--- src/rtl/shift_right_pipe_pkg.sv ---
// Shared constants and payload types for the pipelined right shifter.
package shift_pkg;

  localparam int unsigned XLEN       = 32;
  localparam int unsigned SHAMT_W    = 5;
  localparam int unsigned NUM_STAGES = 5;
  localparam int unsigned TAG_W_DEF  = 5;

  typedef enum logic {
    SHR_LOGIC = 1'b0,
    SHR_ARITH = 1'b1
  } shift_kind_e;

  typedef struct packed {
    logic                 valid;
    logic [XLEN-1:0]      data;
    logic [SHAMT_W-1:0]   shamt;
    logic                 arith;
    logic [TAG_W_DEF-1:0] tag;
  } shift_stage_t;

endpackage

--- src/rtl/shift_right_pipe_if.sv ---
// Op/result handshake bundle for shift_right_pipe; slave is the shifter side.
interface shift_right_pipe_if
  import shift_pkg::*;
#(
  parameter int unsigned TAG_W = TAG_W_DEF
);
  logic               i_valid;
  logic               o_ready;
  logic [XLEN-1:0]    i_data;
  logic [SHAMT_W-1:0] i_shamt;
  logic               i_arith;
  logic [TAG_W-1:0]   i_tag;
  logic               o_valid;
  logic               i_ready;
  logic [XLEN-1:0]    o_data;
  logic [TAG_W-1:0]   o_tag;

  modport slave (
    input  i_valid, i_data, i_shamt, i_arith, i_tag, i_ready,
    output o_ready, o_valid, o_data, o_tag
  );

  modport master (
    output i_valid, i_data, i_shamt, i_arith, i_tag, i_ready,
    input  o_ready, o_valid, o_data, o_tag
  );
endinterface

--- src/rtl/shift_right_pipe_stage.sv ---
// One barrel stage: conditionally shifts right by STEP using shamt bit log2(STEP).
module shift_right_stage
  import shift_pkg::*;
#(
  parameter int unsigned STEP = 1,
  parameter type         stage_t = shift_stage_t
) (
  input  logic   clk_i,
  input  logic   rst_ni,
  input  logic   adv_i,
  input  stage_t stage_i,
  output stage_t stage_o
);

  localparam int unsigned BIT = $clog2(STEP);

  stage_t stage_d;
  stage_t stage_q;
  logic   fill;

  // The MSB survives every earlier SRA stage, so it is still the original sign.
  always_comb begin
    stage_d = stage_i;
    fill    = (shift_kind_e'(stage_i.arith) == SHR_ARITH) && stage_i.data[XLEN-1];
    if (stage_i.shamt[BIT]) begin
      stage_d.data = {{STEP{fill}}, stage_i.data[XLEN-1:STEP]};
    end
    stage_d.shamt[BIT] = 1'b0;
  end

  always_ff @(posedge clk_i) begin
    if (!rst_ni) begin
      stage_q <= '0;
    end else if (adv_i) begin
      stage_q <= stage_d;
    end
  end

  assign stage_o = stage_q;

endmodule

--- src/rtl/shift_right_pipe.sv ---
// 5-stage registered SRL/SRA with valid/ready flow control and a pass-through tag.
module shift_right_pipe
  import shift_pkg::*;
#(
  parameter int unsigned TAG_W = TAG_W_DEF
) (
  input  logic              i_clk,
  input  logic              i_rst_n,
  shift_right_pipe_if.slave bus
);

  typedef struct packed {
    logic               valid;
    logic [XLEN-1:0]    data;
    logic [SHAMT_W-1:0] shamt;
    logic               arith;
    logic [TAG_W-1:0]   tag;
  } stage_t;

  stage_t stage_in;
  stage_t stage_out [NUM_STAGES];
  logic   adv;

  // Global stall: the whole pipe advances whenever the output slot is free or draining.
  always_comb begin
    adv = !stage_out[NUM_STAGES-1].valid || bus.i_ready;
  end

  always_comb begin
    stage_in.valid = bus.i_valid;
    stage_in.data  = bus.i_data;
    stage_in.shamt = bus.i_shamt;
    stage_in.arith = bus.i_arith;
    stage_in.tag   = bus.i_tag;
  end

  for (genvar k = 0; k < NUM_STAGES; k++) begin : g_stage
    if (k == 0) begin : g_first
      shift_right_stage #(
        .STEP    (1 << k),
        .stage_t (stage_t)
      ) u_stage (
        .clk_i   (i_clk),
        .rst_ni  (i_rst_n),
        .adv_i   (adv),
        .stage_i (stage_in),
        .stage_o (stage_out[k])
      );
    end else begin : g_next
      shift_right_stage #(
        .STEP    (1 << k),
        .stage_t (stage_t)
      ) u_stage (
        .clk_i   (i_clk),
        .rst_ni  (i_rst_n),
        .adv_i   (adv),
        .stage_i (stage_out[k-1]),
        .stage_o (stage_out[k])
      );
    end
  end

  assign bus.o_ready = adv;
  assign bus.o_valid = stage_out[NUM_STAGES-1].valid;
  assign bus.o_data  = stage_out[NUM_STAGES-1].data;
  assign bus.o_tag   = stage_out[NUM_STAGES-1].tag;

endmodule

--- src/flat_wrapper.sv ---
// flat-port wrapper written by rule: the top's interface ports become plain ports
module shift_right_pipe_flat import shift_pkg::*;
#(
  parameter int unsigned TAG_W = TAG_W_DEF
)
  (i_clk, i_rst_n, bus_i_valid, bus_i_data, bus_i_shamt, bus_i_arith, bus_i_tag, bus_i_ready, bus_o_ready, bus_o_valid, bus_o_data, bus_o_tag);
  shift_right_pipe_if #(.TAG_W(TAG_W)) bus_i ();
  input  logic i_clk;
  input  logic i_rst_n;
  input wire logic [$bits(bus_i.i_valid)-1:0] bus_i_valid;
  input wire logic [$bits(bus_i.i_data)-1:0] bus_i_data;
  input wire logic [$bits(bus_i.i_shamt)-1:0] bus_i_shamt;
  input wire logic [$bits(bus_i.i_arith)-1:0] bus_i_arith;
  input wire logic [$bits(bus_i.i_tag)-1:0] bus_i_tag;
  input wire logic [$bits(bus_i.i_ready)-1:0] bus_i_ready;
  output wire logic [$bits(bus_i.o_ready)-1:0] bus_o_ready;
  output wire logic [$bits(bus_i.o_valid)-1:0] bus_o_valid;
  output wire logic [$bits(bus_i.o_data)-1:0] bus_o_data;
  output wire logic [$bits(bus_i.o_tag)-1:0] bus_o_tag;
  assign bus_i.i_valid = bus_i_valid;
  assign bus_i.i_data = bus_i_data;
  assign bus_i.i_shamt = bus_i_shamt;
  assign bus_i.i_arith = bus_i_arith;
  assign bus_i.i_tag = bus_i_tag;
  assign bus_i.i_ready = bus_i_ready;
  assign bus_o_ready = bus_i.o_ready;
  assign bus_o_valid = bus_i.o_valid;
  assign bus_o_data = bus_i.o_data;
  assign bus_o_tag = bus_i.o_tag;
  shift_right_pipe #(.TAG_W(TAG_W)) u_core (.i_clk(i_clk), .i_rst_n(i_rst_n), .bus(bus_i));
endmodule
--- config.mk ---
export PLATFORM = sky130hd
export DESIGN_NAME = shift_right_pipe_flat
export DESIGN_NICKNAME = d
export VERILOG_FILES = /design/src/rtl/shift_right_pipe_pkg.sv /design/src/rtl/shift_right_pipe_if.sv /design/src/rtl/shift_right_pipe_stage.sv /design/src/rtl/shift_right_pipe.sv /design/src/flat_wrapper.sv
export SDC_FILE = /design/constraint.sdc
export NUM_CORES = 1
export LEC_CHECK = 0
export CORE_UTILIZATION = 50
export DETAILED_ROUTE_END_ITERATION = 7
export PLACE_DENSITY = 0.72
export SLEW_MARGIN = 0
export SYNTH_ARGS = -nofsm -noshare
export SYNTH_HDL_FRONTEND = slang
export SYNTH_SLANG_ARGS = --single-unit
--- constraint.sdc ---
create_clock -name i_clk -period 1.8 [get_ports i_clk]
set_clock_uncertainty 0.15 [all_clocks]
set_input_delay 0.54 -clock i_clk [delete_from_list [all_inputs] [get_ports i_clk]]
set_output_delay 0.54 -clock i_clk [all_outputs]
set_load 0.05 [all_outputs]
# After elaboration in Yosys (flattened, before gate mapping)
# Index checks and enable logic that the tools add are counted.
# word_totals
regBits,204
in_bits,47
out_inout_bits,39
elab_cells,35
# classes
muxes,5
n_reduce_logical,7
# ops
operator,count
2-to-1 mux 32 bit,5
logical AND 1 bit,5
logical NOT 1 bit,1
logical OR 1 bit,1

# Longest topological paths before layout
# logic_depth
depth_word,2
mapped_depth,7
depth_no_buf,4

# Hierarchy
# Synthesis repeated with hierarchy kept, for this count alone.
# hier_totals
cells_unflattened,906
area_unflattened_um2,9141.3
# by_module_without_submodules
mod,instances,cells_per_inst,area_per_inst_um2
shift_right_stage (u_core.g_stage[1].g_next.u_stage),1,181,1850.5
shift_right_stage (u_core.g_stage[0].g_first.u_stage),1,180,1845.5
shift_right_stage (u_core.g_stage[2].g_next.u_stage),1,181,1835.5
shift_right_stage (u_core.g_stage[3].g_next.u_stage),1,181,1828.0
shift_right_stage (u_core.g_stage[4].g_next.u_stage),1,182,1775.5
shift_right_pipe,1,1,6.3

# Worst setup path after synthesis
# Ideal clock, no wire load.
# synth_timing
kind,flip-flop to output port
start,"register u_core.g_stage[4].g_next.u_stage.stage_q, in the netlist u_core.g_stage[4].g_next.u_stage.stage_o[43]"
end,output bus_o_ready
arrival_time_ps,1391
t_required_ps,1110
path_slack_ps,-281
stages_incl_launch_ff,6
n_path_buf,3
cell_sequence,dfxtp_1 > nor2b_4 > buf_6 > inv_8 > buf_6 > buf_2
# synth_between
elab_chain_len,2
# synth_lines
element,line_no,rtl
"start, declared",shift_right_pipe_stage.sv:18,stage_t stage_q;
"start signal, assigned",shift_right_pipe_stage.sv:35,stage_q <= stage_d;
logical NOT 1 bit,shift_right_pipe.sv:26,adv = !stage_out[NUM_STAGES-1].valid || bus.i_ready;
logical OR 1 bit,shift_right_pipe.sv:26,
"end, declared",flat_wrapper.sv:16,output wire logic [$bits(bus_i.o_ready)-1:0] bus_o_ready;
# No other way between the ends.

# Final worst setup path
# Ends and elaborated chain as after synthesis.

==> reports/results.tsv <==
stage	metric	value	unit
drt	routed wire length	20000	um
drt	vias per std cell	5.57	
global_route	first-pass GRT wire length	33600	um
final_layout	Layout Area Growth over Synthesis	25.1	%
power_and_ir_drop	switching share of power	23.2	%
global_route	GRT Total Usage	24.0	%
clock_network	CTS Buffer Depth	3	
global_route	largest net degree at the start of global routing	87	
min_path	Hold Crit Start	u_core.g_stage[2].g_next.u_stage.stage_o[2]	
timing	Final Hold Vio Count	0	
run_status	failing checks	negative setup slack	
worst_setup_path	crit-path cells	nor2b_4, inv_8, buf_12	
clock_network	clk_lat worst skew	480	ps
logic_synthesis	synth top area cells	dfxtp_1 49%, a21oi_1 16%, nand2_1 9.8%	
power_and_ir_drop	Flop pwr share	50.3	%
timing	endpoints failing setup	1	
logic_synthesis	Synth Warn #	0	
logic_synthesis	Syn Nets	1072	
min_path	Hold WC Path Type	flop to flop	
drt	DR iter-0 viols	691	
drt	uppermost layer routed	met4	
power_and_ir_drop	Max IR drop VDD	591	uV
timing	Fmax	0.527	GHz
placed_design	HPWL Detailed	13000	um
logic_synthesis	leading area contributor after synthesis	dfxtp_1	
drt	drt first pass iters	6	
floorplanning	die area	17100	um^2
final_layout	Antenna Diode Count	0	
drt	met2 WL	9410	um
timing	WHS	299	ps
clock_network	TritonCTS clock tree	yes	
logic_synthesis	Seq/Total Area, Yosys	49.2	%
floorplanning	Die X	131	um
floorplanning	Ports	86	
logic_synthesis	post-synth cell types	21	
run_status	status	complete, but fails checks	
worst_setup_path	Worst Setup End Kind	primary output	
worst_setup_path	CP Data Arrival Time	1210	ps
clock_network	Sink Count	204	
worst_setup_path	first element of the critical path	u_core.g_stage[4].g_next.u_stage.stage_o[43]	
global_route	antenna violations before repair	0	
run	max cap viols	0	
timing	Final WS setup	-98.3	ps
clock_network	total CTS buffers	21	
power_and_ir_drop	Power per Cell Area	931	nW/um^2
timing	final worst path period share	105	%
clock_network	Clock transition at path regs	60	ps
worst_setup_path	Max stage delay on crit path	340	ps
clock_network	# hold bufs at CTS	0	
drt	Vias	7309	
logic_synthesis	Post-Syn Instances	1025	
floorplanning	core area	16100	um^2
drt	Routed met1 length	9230	um
floorplanning	Starting Density	51.7	%
placed_design	placed insts	1276	
timing	Min Clock Period, post-route	1900	ps
final_layout	Layout Cells excl Fill	1313	
final_layout	fillers	1340	
power_and_ir_drop	Pint	0.00743	W
worst_setup_path	critical path's slowest cell	dfxtp_4	
floorplanning	Die Ht	131	um
final_layout	Sequential Area	4090	um^2
global_route	grt ovf	0	
drt	Avg WL per Cell	15.2	um
global_route	vias in the first global route	6882	
drt	DRC viols	0	
final_layout	commonest non-fill, non-tap cells in the layout	260 x a21oi_1, 216 x nand2_1, 203 x dfxtp_1	
placed_design	routability cong.	0.826	
logic_synthesis	Yosys top cell area share	49.2	%
timing	setup TNS	-98.3	ps
drt	antenna-violating nets left	0	
logic_synthesis	FF+latch count, synth	204	
power_and_ir_drop	P_sw	0.00224	W
timing	Slew HR	34.9	%
power_and_ir_drop	Gate power share	8.2	%
clock_network	htree depth	1	
final_layout	multi-input logic area	3600	um^2
worst_setup_path	Worst Path Required	1110	ps
clock_network	CTS root buf	clkbuf_16	
final_layout	commonest non-fill, non-tap cell in the layout	a21oi_1	
worst_setup_path	Startpoint Class	flop	
drt	DR WL met3	1000	um
worst_setup_path	R2R Path Start	u_core.g_stage[0].g_first.u_stage.stage_o[7]	
worst_setup_path	Crit Path Class	flop to primary output	
worst_setup_path	CP Max Fanout	2	
timing	actual slew at the worst max-slew pin	975	ps
placed_design	port bufs	85	
final_layout	layout cells sized above 1	11.0	%
floorplanning	# rows	46	
timing	RSZ-0062 raised after global routing	yes	
logic_synthesis	synthesized area per cell	8.10	um^2
logic_synthesis	synthesized cell area	8300	um^2
power_and_ir_drop	clock share of power	41.5	%
final_layout	Layout Nets	1133	
power_and_ir_drop	Leak	3.74	nW
timing	Slew Limit Fails	0	
-- routing by layer --
| layer | vias up | global-route usage (%) |
|---|---|---|
| li1 | 3662 | - |
| met3 | 29 | 2.77 |
| met1 | 3435 | 33.6 |
| met2 | 183 | 39.6 |
| met5 | - | 0 |
| met4 | 0 | 5.75 |
-- state kept, by name (all words and copies together) (netlist names) --
signal and cells:
u_core.g_stage.g_next.u_stage.stage_o 161, u_core.g_stage.g_first.u_stage.stage_o 43
-- power by group through the flow --
stage	clock network [W]	registers [W]	logic [W]
after global routing	0.00426	0.00488	0.000878
after global placement	0	0.00496	0.000770
final	0.00401	0.00486	0.000790
after floorplan	0	0.00495	0.000455
after detailed placement	0	0.00496	0.000783
after CTS	0.00406	0.00486	0.000791
-- what timing repair did --
action	CTS	global route
resized for setup	1	0
setup endpoints to repair	1	2
buffers inserted	3	0
-- Yosys cell counts --
cell / count
o21ai_1: 16
nand2_1: 216
buf_6: 17
mux2i_1: 25
a21boi_1: 39
buf_4: 17
o21a_1: 1
inv_8: 1
o21ai_0: 149
nor2b_4: 1
a21oi_1: 260
nand3_1: 6
a31oi_1: 1
a21boi_0: 4
a31oi_2: 1
clkbuf_1: 46
buf_12: 1
buf_2: 14
inv_1: 5
a31oi_4: 1
dfxtp_1: 204
-- critical path: cells and delay by family (launching register included) --
family | cells | cell delay, ps
simple gates | 1 | 210
buf+inv | 2 | 180
flops | 1 | 340
-- layout make-up --
type / instances / share of cell area, %
well taps: 216 / 2.60
clock buffers: 32 / 5.94
inverters: 6 / 0.289
clock inverters: 2 / 0.0965
multi-input cells: 720 / 34.7
flip-flops and latches: 204 / 39.4
repair buffers: 133 / 17.0
-- worst paths after layout --
check	endpoint	slack (ps)	depth (start not counted)
hold / removal	u_core.g_stage[2].g_next.u_stage.stage_o[2]	300	2
hold reg to reg	u_core.g_stage[2].g_next.u_stage.stage_o[2]	300	2
setup reg to reg	u_core.g_stage[1].g_next.u_stage.stage_o[22]	160	3
setup / recovery	bus_o_ready	-100	3
-- logic make-up after synthesis --
| logic type | Yosys count | synth area share [%] |
|---|---|---|
| simple gates | 223 | 10.3 |
| compound gates | 472 | 30.1 |
| mux | 25 | 3.02 |
| buf+inv | 101 | 7.37 |
| flops | 204 | 49.2 |
-- per-stage QoR --
step	cell area, um^2	worst slack, ps	utilization [%]	power, W
floorplan	8310	10.4	-	0.00540
global placement	9730	-317	60.6	0.00573
detailed placement	9730	-343	60.6	0.00574
CTS	10400	-121	64.6	0.00971
global route	10400	-146	64.6	0.0100
finish	10400	-98.3	64.6	0.00967
Power figures use the tool's default switching activity.
